$ cat config.mk
export PLATFORM = sky130hd
export DESIGN_NAME = i2c_codec_responder_flat
export DESIGN_NICKNAME = d
export VERILOG_FILES = /design/src/rtl/i2c_codec_responder_pkg.sv /design/src/rtl/i2c_codec_responder_if.sv /design/src/rtl/i2c_codec_responder_cond_detect.sv /design/src/rtl/i2c_codec_responder.sv /design/src/flat_wrapper.sv
export SDC_FILE = /design/constraint.sdc
export NUM_CORES = 1
export LEC_CHECK = 0
export ABC_AREA = 1
export CAP_MARGIN = 20
export CORE_ASPECT_RATIO = 2
export CORE_MARGIN = 4
export CORE_UTILIZATION = 55
export DETAILED_ROUTE_END_ITERATION = 6
export GPL_ROUTABILITY_DRIVEN = 0
export PLACE_DENSITY = 0.75
export RECOVER_POWER = 25
export SKIP_CTS_REPAIR_TIMING = 1
export SYNTH_ARGS = -nofsm -noshare
export SYNTH_HDL_FRONTEND = slang
export SYNTH_SLANG_ARGS = --single-unit
export TNS_END_PERCENT = 5
$ cat constraint.sdc
create_clock -name i_clk -period 2.05 [get_ports i_clk]
set_input_delay 0.41 -clock i_clk [delete_from_list [all_inputs] [get_ports i_clk]]
set_output_delay 0.41 -clock i_clk [all_outputs]
set_load 0.02 [all_outputs]
$ cat src/rtl/i2c_codec_responder_pkg.sv
// codec_pkg: shared constants for the WM8731 control-port responder.
//   - WM8731 register addresses (R0..R9, R15 reset register)
//   - power-on default values of the shadow register file
//   - responder FSM state encodings
package codec_pkg;

    localparam logic [6:0] REG_R0    = 7'd0;
    localparam logic [6:0] REG_R1    = 7'd1;
    localparam logic [6:0] REG_R2    = 7'd2;
    localparam logic [6:0] REG_R3    = 7'd3;
    localparam logic [6:0] REG_R4    = 7'd4;
    localparam logic [6:0] REG_R5    = 7'd5;
    localparam logic [6:0] REG_R6    = 7'd6;
    localparam logic [6:0] REG_R7    = 7'd7;
    localparam logic [6:0] REG_R8    = 7'd8;
    localparam logic [6:0] REG_R9    = 7'd9;
    localparam logic [6:0] REG_RESET = 7'd15;

    // Registers 0..NUM_REGS-1 are backed by shadow storage.
    localparam logic [6:0] NUM_REGS  = 7'd10;

    // Packed so that REG_DEFAULTS[n] is the default of Rn.
    localparam logic [9:0][8:0] REG_DEFAULTS = {
        9'h000, 9'h000, 9'h00A, 9'h09F, 9'h008,
        9'h00A, 9'h079, 9'h079, 9'h097, 9'h097
    };

    // Responder FSM encodings.
    localparam logic [2:0] ST_IDLE     = 3'd0;
    localparam logic [2:0] ST_DEV      = 3'd1;
    localparam logic [2:0] ST_ACK_DEV  = 3'd2;
    localparam logic [2:0] ST_REG      = 3'd3;
    localparam logic [2:0] ST_ACK_REG  = 3'd4;
    localparam logic [2:0] ST_DATA     = 3'd5;
    localparam logic [2:0] ST_ACK_DATA = 3'd6;
    localparam logic [2:0] ST_IGNORE   = 3'd7;

endpackage

$ cat src/rtl/i2c_codec_responder_if.sv
// I2C bus as seen at the codec pins.
//   scl    : clock from the initiator
//   sda    : resolved data line (wired-AND of all drivers)
//   sda_oe : target open-drain enable, 1 = pull SDA low
// master modport is the initiator side, slave modport the codec side.
interface i2c_codec_responder_if;
    logic scl;
    logic sda;
    logic sda_oe;

    modport master (output scl, output sda, input  sda_oe);
    modport slave  (input  scl, input  sda, output sda_oe);
endinterface

$ cat src/rtl/i2c_codec_responder_cond_detect.sv
// i2c_cond_detect: brings async SCL/SDA into the i_clk domain and derives
// bus events from the synchronized values.
//   i_clk, i_rst_n : system clock, async active-low reset
//   scl_in, sda_in : raw bus lines
//   sda            : synchronized SDA (for data sampling)
//   scl_rise/fall  : one-cycle SCL edge strobes
//   start/stop     : one-cycle START / STOP strobes
module i2c_cond_detect #(
    parameter int SYNC_STAGES = 2
) (
    input  logic i_clk,
    input  logic i_rst_n,
    input  logic scl_in,
    input  logic sda_in,
    output logic sda,
    output logic scl_rise,
    output logic scl_fall,
    output logic start,
    output logic stop
);

    logic [SYNC_STAGES-1:0] scl_sync;
    logic [SYNC_STAGES-1:0] sda_sync;
    logic                   scl_q;
    logic                   sda_q;
    logic                   scl_s;

    // Reset to the idle-bus level so leaving reset never fakes an edge.
    always_ff @(posedge i_clk or negedge i_rst_n) begin
        if (!i_rst_n) begin
            scl_sync <= '1;
            sda_sync <= '1;
            scl_q    <= 1'b1;
            sda_q    <= 1'b1;
        end else begin
            scl_sync <= {scl_sync[SYNC_STAGES-2:0], scl_in};
            sda_sync <= {sda_sync[SYNC_STAGES-2:0], sda_in};
            scl_q    <= scl_sync[SYNC_STAGES-1];
            sda_q    <= sda_sync[SYNC_STAGES-1];
        end
    end

    assign scl_s    = scl_sync[SYNC_STAGES-1];
    assign sda      = sda_sync[SYNC_STAGES-1];
    assign scl_rise =  scl_s & ~scl_q;
    assign scl_fall = ~scl_s &  scl_q;
    // SDA may only move while SCL is low; a move with SCL held high is a
    // bus condition, never data.
    assign start    = scl_s & scl_q &  sda_q & ~sda;
    assign stop     = scl_s & scl_q & ~sda_q &  sda;

endmodule

$ cat src/rtl/i2c_codec_responder.sv
// i2c_codec_responder: I2C write-only target modelling the WM8731 control
// port. Accepts 3-byte writes {dev, addr[6:0]+data[8], data[7:0]}, ACKs
// them, and keeps a shadow copy of R0..R9.
//   i_clk, i_rst_n : system clock (>=16x SCL), async active-low reset
//   bus            : I2C pins (slave modport)
//   o_wr_valid     : one-cycle pulse per committed write
//   o_wr_addr/data : last committed address/data, held until next commit
//   i_rd_addr      : shadow register readback select
//   o_rd_data      : shadow register value, 0 for addr > 9
//   o_busy         : between START and STOP
//   o_bad_reg      : sticky, write to an address outside {0-9,15}
//   o_wr_count     : committed-write counter (wraps)
module i2c_codec_responder
    import codec_pkg::*;
#(
    parameter logic [6:0] DEV_ADDR    = 7'h1A,
    parameter int         SYNC_STAGES = 2
) (
    input  logic                  i_clk,
    input  logic                  i_rst_n,
    i2c_codec_responder_if.slave  bus,
    output logic                  o_wr_valid,
    output logic [6:0]            o_wr_addr,
    output logic [8:0]            o_wr_data,
    input  logic [3:0]            i_rd_addr,
    output logic [8:0]            o_rd_data,
    output logic                  o_busy,
    output logic                  o_bad_reg,
    output logic [7:0]            o_wr_count
);

    logic            sda;
    logic            scl_rise;
    logic            scl_fall;
    logic            start;
    logic            stop;

    logic [2:0]      state;
    logic [2:0]      bit_cnt;
    logic            byte_full;
    logic [7:0]      shreg;
    logic [6:0]      reg_addr;
    logic            reg_b8;
    logic            sda_oe;
    logic [9:0][8:0] regs;

    i2c_cond_detect #(
        .SYNC_STAGES (SYNC_STAGES)
    ) u_cond (
        .i_clk    (i_clk),
        .i_rst_n  (i_rst_n),
        .scl_in   (bus.scl),
        .sda_in   (bus.sda),
        .sda      (sda),
        .scl_rise (scl_rise),
        .scl_fall (scl_fall),
        .start    (start),
        .stop     (stop)
    );

    always_ff @(posedge i_clk or negedge i_rst_n) begin
        if (!i_rst_n) begin
            state      <= ST_IDLE;
            bit_cnt    <= 3'd0;
            byte_full  <= 1'b0;
            shreg      <= 8'd0;
            reg_addr   <= 7'd0;
            reg_b8     <= 1'b0;
            sda_oe     <= 1'b0;
            o_busy     <= 1'b0;
            o_wr_valid <= 1'b0;
            o_wr_addr  <= 7'd0;
            o_wr_data  <= 9'd0;
            o_wr_count <= 8'd0;
            o_bad_reg  <= 1'b0;
            regs       <= REG_DEFAULTS;
        end else begin
            o_wr_valid <= 1'b0;
            // Bus conditions override whatever byte is in flight; an
            // uncommitted write is simply dropped.
            if (stop) begin
                state     <= ST_IDLE;
                o_busy    <= 1'b0;
                sda_oe    <= 1'b0;
                byte_full <= 1'b0;
            end else if (start) begin
                state     <= ST_DEV;
                o_busy    <= 1'b1;
                sda_oe    <= 1'b0;
                bit_cnt   <= 3'd0;
                byte_full <= 1'b0;
            end else begin
                case (state)
                    ST_DEV, ST_REG, ST_DATA: begin
                        if (scl_rise) begin
                            shreg   <= {shreg[6:0], sda};
                            bit_cnt <= bit_cnt + 3'd1;
                            if (bit_cnt == 3'd7)
                                byte_full <= 1'b1;
                        end else if (scl_fall && byte_full) begin
                            // Eighth clock has ended: drive (or withhold)
                            // the ACK for the ninth clock.
                            byte_full <= 1'b0;
                            if (state == ST_DEV) begin
                                if (shreg == {DEV_ADDR, 1'b0}) begin
                                    sda_oe <= 1'b1;
                                    state  <= ST_ACK_DEV;
                                end else begin
                                    state  <= ST_IGNORE;
                                end
                            end else if (state == ST_REG) begin
                                reg_addr <= shreg[7:1];
                                reg_b8   <= shreg[0];
                                sda_oe   <= 1'b1;
                                state    <= ST_ACK_REG;
                            end else begin
                                sda_oe   <= 1'b1;
                                state    <= ST_ACK_DATA;
                            end
                        end
                    end

                    ST_ACK_DEV, ST_ACK_REG, ST_ACK_DATA: begin
                        if (scl_rise && sda) begin
                            // Line not low while we pull it: something else
                            // owns the bus, back off.
                            sda_oe <= 1'b0;
                            state  <= ST_IGNORE;
                        end else if (scl_fall) begin
                            sda_oe <= 1'b0;
                            if (state == ST_ACK_DEV) begin
                                state <= ST_REG;
                            end else if (state == ST_ACK_REG) begin
                                state <= ST_DATA;
                            end else begin
                                // Data byte still sits in shreg: the ACK
                                // clock does not shift.
                                state      <= ST_IGNORE;
                                o_wr_valid <= 1'b1;
                                o_wr_addr  <= reg_addr;
                                o_wr_data  <= {reg_b8, shreg};
                                o_wr_count <= o_wr_count + 8'd1;
                                if (reg_addr < NUM_REGS)
                                    regs[reg_addr[3:0]] <= {reg_b8, shreg};
                                else if (reg_addr == REG_RESET)
                                    regs <= REG_DEFAULTS;
                                else
                                    o_bad_reg <= 1'b1;
                            end
                        end
                    end

                    default: ;  // IDLE / IGNORE: wait for START or STOP
                endcase
            end
        end
    end

    assign bus.sda_oe = sda_oe;
    assign o_rd_data  = ({3'd0, i_rd_addr} < NUM_REGS) ? regs[i_rd_addr] : 9'd0;

endmodule

$ cat src/flat_wrapper.sv
// flat-port wrapper written by rule: the top's interface ports become plain ports
module i2c_codec_responder_flat import codec_pkg::*;
#(
    parameter logic [6:0] DEV_ADDR    = 7'h1A,
    parameter int         SYNC_STAGES = 2
)
  (i_clk, i_rst_n, o_wr_valid, o_wr_addr, o_wr_data, i_rd_addr, o_rd_data, o_busy, o_bad_reg, o_wr_count, bus_scl, bus_sda, bus_sda_oe);
  i2c_codec_responder_if bus_i ();
  input  logic i_clk;
  input  logic i_rst_n;
  output logic o_wr_valid;
  output logic [6:0] o_wr_addr;
  output logic [8:0] o_wr_data;
  input  logic [3:0] i_rd_addr;
  output logic [8:0] o_rd_data;
  output logic o_busy;
  output logic o_bad_reg;
  output logic [7:0] o_wr_count;
  input wire logic [$bits(bus_i.scl)-1:0] bus_scl;
  input wire logic [$bits(bus_i.sda)-1:0] bus_sda;
  output wire logic [$bits(bus_i.sda_oe)-1:0] bus_sda_oe;
  assign bus_i.scl = bus_scl;
  assign bus_i.sda = bus_sda;
  assign bus_sda_oe = bus_i.sda_oe;
  i2c_codec_responder #(.DEV_ADDR(DEV_ADDR), .SYNC_STAGES(SYNC_STAGES)) u_core (.i_clk(i_clk), .i_rst_n(i_rst_n), .bus(bus_i), .o_wr_valid(o_wr_valid), .o_wr_addr(o_wr_addr), .o_wr_data(o_wr_data), .i_rd_addr(i_rd_addr), .o_rd_data(o_rd_data), .o_busy(o_busy), .o_bad_reg(o_bad_reg), .o_wr_count(o_wr_count));
endmodule
* Yosys cells after proc, flatten, opt, wreduce, memory -nomap -nowiden
Index checks and enable logic that the tools add are counted.
** Storage, ports and cells
- Register bits after elaboration :: 147
- Input port bits :: 8
- Word-level logic and storage cells :: 136
** Operators by class
- $add $sub $neg :: 2
- $lt $le $gt $ge :: 5
- Eq/ne operators :: 14
- Muxes and demuxes :: 47
- Bitwise operators :: 20
- Reduce and logical (&&, ||, !) cells :: 21
** Operator list (number)
- $mux W90 :: 2
- $bwmux W90 :: 1
- $bmux W9 S4 :: 1
- $demux W9 S4 :: 1
- $mux W3 :: 12
- $mux W9 :: 3
- $mux W1 :: 23
- $reduce_and A7 Y1 :: 2
- $not A1 Y1 :: 13
- $eq A3 B3 Y1 const B :: 4
- $lt A4 B5 Y1 const B :: 2
- $reduce_and A9 Y1 :: 1
- $add A8 B1 Y8 const B :: 1
- $eq A8 B6 Y1 const B :: 1
- $ne A4 B4 Y1 const B :: 2
- $reduce_and A4 Y1 :: 2
- $reduce_and A8 Y1 :: 1
- $reduce_bool A2 Y1 :: 4
- $reduce_bool A4 Y1 :: 2
- $and A1 B1 Y1 :: 7
- $eq A7 B4 Y1 const B :: 1
- $lt A7 B4 Y1 const B :: 1
- $eq A3 B2 Y1 const B :: 2
- $pmux W3 S2 :: 1
- other kinds (14) :: 19

* Depth between registers and ports, before layout
Gate-level depths: netlist of the first run.
- Word-level depth :: 8
- Mapped depth :: 10
- Depth with buffers taken out :: 10

* Hierarchy
Synthesis of the first run repeated with hierarchy kept, for this count alone.
** Second synthesis, totals
- Cells, all modules :: 916
- Area, all modules :: 7215.7 um^2
** Modules (own cells, without submodules)
- i2c_codec_responder :: times used 1, cells each 899, area an instance 7016.7 um^2, seq. area each 3567.2 um^2
- i2c_cond_detect :: times used 1, cells each 17, area an instance 198.9 um^2, seq. area each 157.7 um^2

* Least setup slack after synthesis of the first run
Ideal clock, no wire load.
- Kind :: input-to-output
- From :: input i_rd_addr[0]
- To :: output o_rd_data[7]
- Data arrival time :: 1627 ps
- Setup slack :: 13 ps
- Cell stages on the path :: 7
- Path buffers :: 2
- Cells stage by stage :: buf_2 inv_2 clkbuf_1 nand2_1 nand3_1 nand3_1 o21ai_0
** On the way
- Longest elaborated chain between the ends :: 3
- Elaborated cells on any way between the ends :: 4
- Those cells by class :: order compare (1); mux (3)
** Ends and longest elaborated chain
- start, declared :: RTL line flat_wrapper.sv:14 : input logic [3:0] i_rd_addr;
- $bmux W9 S4 :: RTL line i2c_codec_responder.sv:160 : assign o_rd_data = ({3'd0, i_rd_addr} < NUM_REGS) ? regs[i_rd_addr] : 9'd0;
- $mux W9 (implied by the code) :: RTL line i2c_codec_responder.sv:160
- $mux W9 * :: RTL line i2c_codec_responder.sv:160
- end, declared :: RTL line flat_wrapper.sv:15 : output logic [8:0] o_rd_data;
Every way passes the cells marked *; elsewhere a longest branch is shown, timed or not. The select of a mux whose other input is x is not followed.

* Worst setup path after layout of the first run
- From :: register u_core.regs[54] (netlist name)
- To :: output o_rd_data[0]
** On the way
- Longest elaborated chain between the ends :: 3
** Ends and longest elaborated chain
- start, declared :: RTL line i2c_codec_responder.sv:45 : logic [9:0][8:0] regs;
- start signal, assigned by index :: RTL line i2c_codec_responder.sv:144 : regs[reg_addr[3:0]] <= {reg_b8, shreg};
- $bmux W9 S4 :: RTL line i2c_codec_responder.sv:160
- $mux W9 (implied by the code) :: RTL line i2c_codec_responder.sv:160
- $mux W9 :: RTL line i2c_codec_responder.sv:160
No other way between the ends. The select of a mux whose other input is x is not followed.

==> run_results.csv, run 1 <==
group,metric,value,unit
outcome,status,"finished with violations",
outcome,violations,"setup timing",
clocking,htree_num_levels,4,
cells_and_area,reg_top3,"u_core.regs: 90 flops, u_core.o_wr_data: 9 flops",
hold_path,whs_endpoint,"u_core.u_cond.scl_sync[1]$_DFF_PN1_",
logic_synthesis,synth_edf_count,0,
critical_path,slowest_delay,0.56,ns
sta,hold_viol,0,
logic_synthesis,synth_common_cells,"404 x nand2_1, 110 x dfrtp_1, 75 x nor2_1, 65 x nand3_1, 45 x o21ai_0",
route,num_vias,6190,
logic_synthesis,synth_nets,896,
critical_path,criticalPathCategory,"reg -> out",
sta,finalWorstSetupSlack,-0.102,ns
logic_synthesis,yosysMostFrequentCell,"nand2_1",
cells_and_area,post_route_cells_drive_above_1_share,16.2,%
critical_path,path_cells,"o21ai_2 > o211ai_1 > nand3_1 > nand2_1 > buf_6",
die,core_region_area,12300,um2
die,dieArea,14600,um2
critical_path,worst-r2r-cell-count,8,
power_and_ir_drop,p_per_area,918,nW/um2
die,start_util,56.5,%
logic_synthesis,ys_seq_area_share,53.8,%
logic_synthesis,async_reset_ff_share,100,%
cells_and_area,areaGrowthSynthToFinish,22.0,%
die,rows,57,
run,drv_cap,0,
cells_and_area,insertedDiodeCount,0,
critical_path,crit_slowest_cell,"dfstp_2",
route,first_pass_iters,6,
clocking,clock_latency,0.42,ns
placement,dp_hpwl,14200,um
route,postRouteAntennaNets,0,
sta,rsz0062_at_grt,"yes",
critical_path,critPathTopFamily,"flip-flops",
logic_synthesis,ys.warnings.count,0,
clocking,path_clk_slew,0.06,ns
route,wl_per_cell,17.3,um
route,drt_iter0_drc,456,
placement,io_buffers,44,
logic_synthesis,ys_top_cells_by_area,"dfrtp_1 40%, nand2_1 22%, dfstp_2 14%",
critical_path,cp_num_buf_inv,1,
sta,slew_viol_final,0,
critical_path,crit_required,1.64,ns
sta,finalSetupTns,-0.148,ns
global_route,antenna_found_initial,0,
critical_path,crit_arrival,1.74,ns
global_route,grt_pass1_wl,32200,um
global_route,grt_usage,28.8,%
sta,relSlewSlack,8.29,%
logic_synthesis,synthCells,885,
clocking,cts_buffers,17,
critical_path,rr_startpoint,"u_core.u_cond.scl_q$_DFF_PN1_",
hold_path,min_path_cells,0,
clocking,clk_path_buf_depth,2,
logic_synthesis,ys.flop_type,"dfrtp_1",
clocking,root_buffer,"clkbuf_16",
sta,setup_viol,5,
logic_synthesis,yosysUniqueCellTypes,32,
critical_path,critPathLaunchType,"flop",
critical_path,worst-path-max-fanout,2,
hold_path,hold_class,"reg -> reg",
die,die_y,167,um
clocking,cts_tree,"built",
logic_synthesis,syn_area,6930,um2
global_route,grt_max_degree,52,
route,drc,0,
logic_synthesis,avgSynthCellArea,7.83,um2
sta,worstMarginPinSlew,1.38,ns
cells_and_area,fillers,994,
route,drt-total-wl,19500,um
cells_and_area,largest_reg_flops,90,
cells_and_area,finalNetCount,978,
global_route,gr-total-overflow,0,
hold_path,worst_hold_startpoint,"u_core.u_cond.scl_sync[0]$_DFF_PN1_",
die,num_io_pins,45,
power_and_ir_drop,p_leak,4.56,nW
critical_path,rrSetupSlack,0.15,ns
critical_path,rr_endpoint,"u_core.regs[19]$_DFFE_PN0P_",
die,die_x,87.3,um
route,vias_per_cell,5.49,
power_and_ir_drop,power,7.76,mW
logic_synthesis,synth_top_area_cell,"dfrtp_1",
sta,period_share,105,%
cells_and_area,top_register,"u_core.regs",
global_route,grt_pass1_vias,6346,
power_and_ir_drop,irDropWorstVdd,0.667,mV
sta,min_period,2.15,ns
sta,fmax,465,MHz
logic_synthesis,synth-seq-cells,147,
sta,finalClockSkew,0.00713,ns
logic_synthesis,yosys.area.top_type_share,39.7,%
clocking,cts_sinks,147,
critical_path,end_kind,"primary output",
==> area by class of cell <==
class | instances | area [um2] | share of cell area, %
clock buffer | 20 | 447 | 5.29
timing repair buffer | 91 | 853 | 10.1
sequential | 147 | 3730 | 44.1
inverter | 47 | 176 | 2.09
clock inverter | 12 | 110 | 1.30
tap | 147 | 184 | 2.18
multi-input combinational | 663 | 2950 | 34.9
==> worst register-to-register path: stages (launching register included) <==
cell and delay [ns]:
dfstp_2 0.59, nand2_1 0.10, inv_2 0.08, nand3_2 0.15, nor2_4 0.36, buf_12 0.23, nand2_4 0.12, nand2_1 0.10
nand2_1 0.06
==> how the worst max path moves through the flow <==
stage | startpoint | endpoint | slack, ns | cells after the start
6_report | u_core.regs[54]$_DFFE_PN1P_ | o_rd_data[0] | -0.10 | 5
5_1_grt | u_core.regs[54]$_DFFE_PN1P_ | o_rd_data[0] | -0.14 | 5
4_1_cts | i_rd_addr[0] | o_rd_data[2] | -0.90 | 9
3_5_place_dp | i_rd_addr[0] | o_rd_data[2] | -0.89 | 9
3_3_place_gp | i_rd_addr[0] | o_rd_data[2] | -0.87 | 9
2_1_floorplan | i_rd_addr[0] | o_rd_data[7] | 0.01 | 7
==> metal layers <==
metal / global-route usage [%] / up-vias / part of all wire (%)
met5: 0 / - / 0
met4: 17.4 / 0 / 6.4
met3: 5.83 / 81 / 4.8
met2: 49.6 / 208 / 54
met1: 31.6 / 2927 / 35
li1: - / 2974 / -
==> stage by stage <==
step	setup slack [ns]	utilization [%]	cell area, um2	std cells	hold slack, ns
global placement	-0.872	63.6	7810	1089	0.346
finish	-0.102	68.9	8450	1127	0.361
detailed placement	-0.889	63.6	7810	1089	0.349
floorplan	0.0126	-	6930	885	0.114
CTS	-0.899	68.2	8360	1121	-0.0441
global route	-0.142	68.9	8450	1127	0.364
==> cell usage in the layout (no fill, tap or decap), types with 5 or more instances in the layout <==
cell type	count
nand2_1	403
dfrtp_1	109
nor2_1	73
nand3_1	65
o21ai_0	39
buf_4	36
dfstp_2	35
inv_1	34
clkdlybuf4s50_1	29
o21ai_1	17
clkbuf_16	17
o211ai_1	14
inv_2	11
nand2_4	9
buf_6	8
a21oi_1	6
o21ai_2	6
buf_12	5
==> logic make-up (layout without fill, tap and decap cells) <==
| kind of cell | after synthesis | in the layout | synth area share, % |
|---|---|---|---|
| compound gates | 88 | 88 | 7.12 |
| flops | 147 | 147 | 53.8 |
| xor+xnor | 6 | 6 | 0.759 |
| simple gates | 566 | 566 | 33.4 |
| fa+ha+maj | 3 | 3 | 0.542 |
| buf+inv | 75 | 170 | 4.44 |
==> report_power, final <==
part | total [mW] | internal (mW) | switching, mW | leakage [nW]
combinational | 1.42 | 0.530 | 0.891 | 2.40
clock | 2.93 | 1.70 | 1.23 | 0.262
sequential | 3.40 | 3.17 | 0.228 | 1.90
total | 7.76 | 5.40 | 2.35 | 4.56
Power figures use the tool's default switching activity.
==> run 2: changes to the inputs <==
--- a/config.mk
+++ b/config.mk
@@ -10,6 +10,7 @@
 export CORE_ASPECT_RATIO = 2
 export CORE_MARGIN = 4
 export CORE_UTILIZATION = 55
+export CTS_CLUSTER_SIZE = 10
 export DETAILED_ROUTE_END_ITERATION = 6
 export GPL_ROUTABILITY_DRIVEN = 0
 export PLACE_DENSITY = 0.75
==> results of run 2 <==
Same layout as run 1: the final DEF is identical, and so are final timing and power.
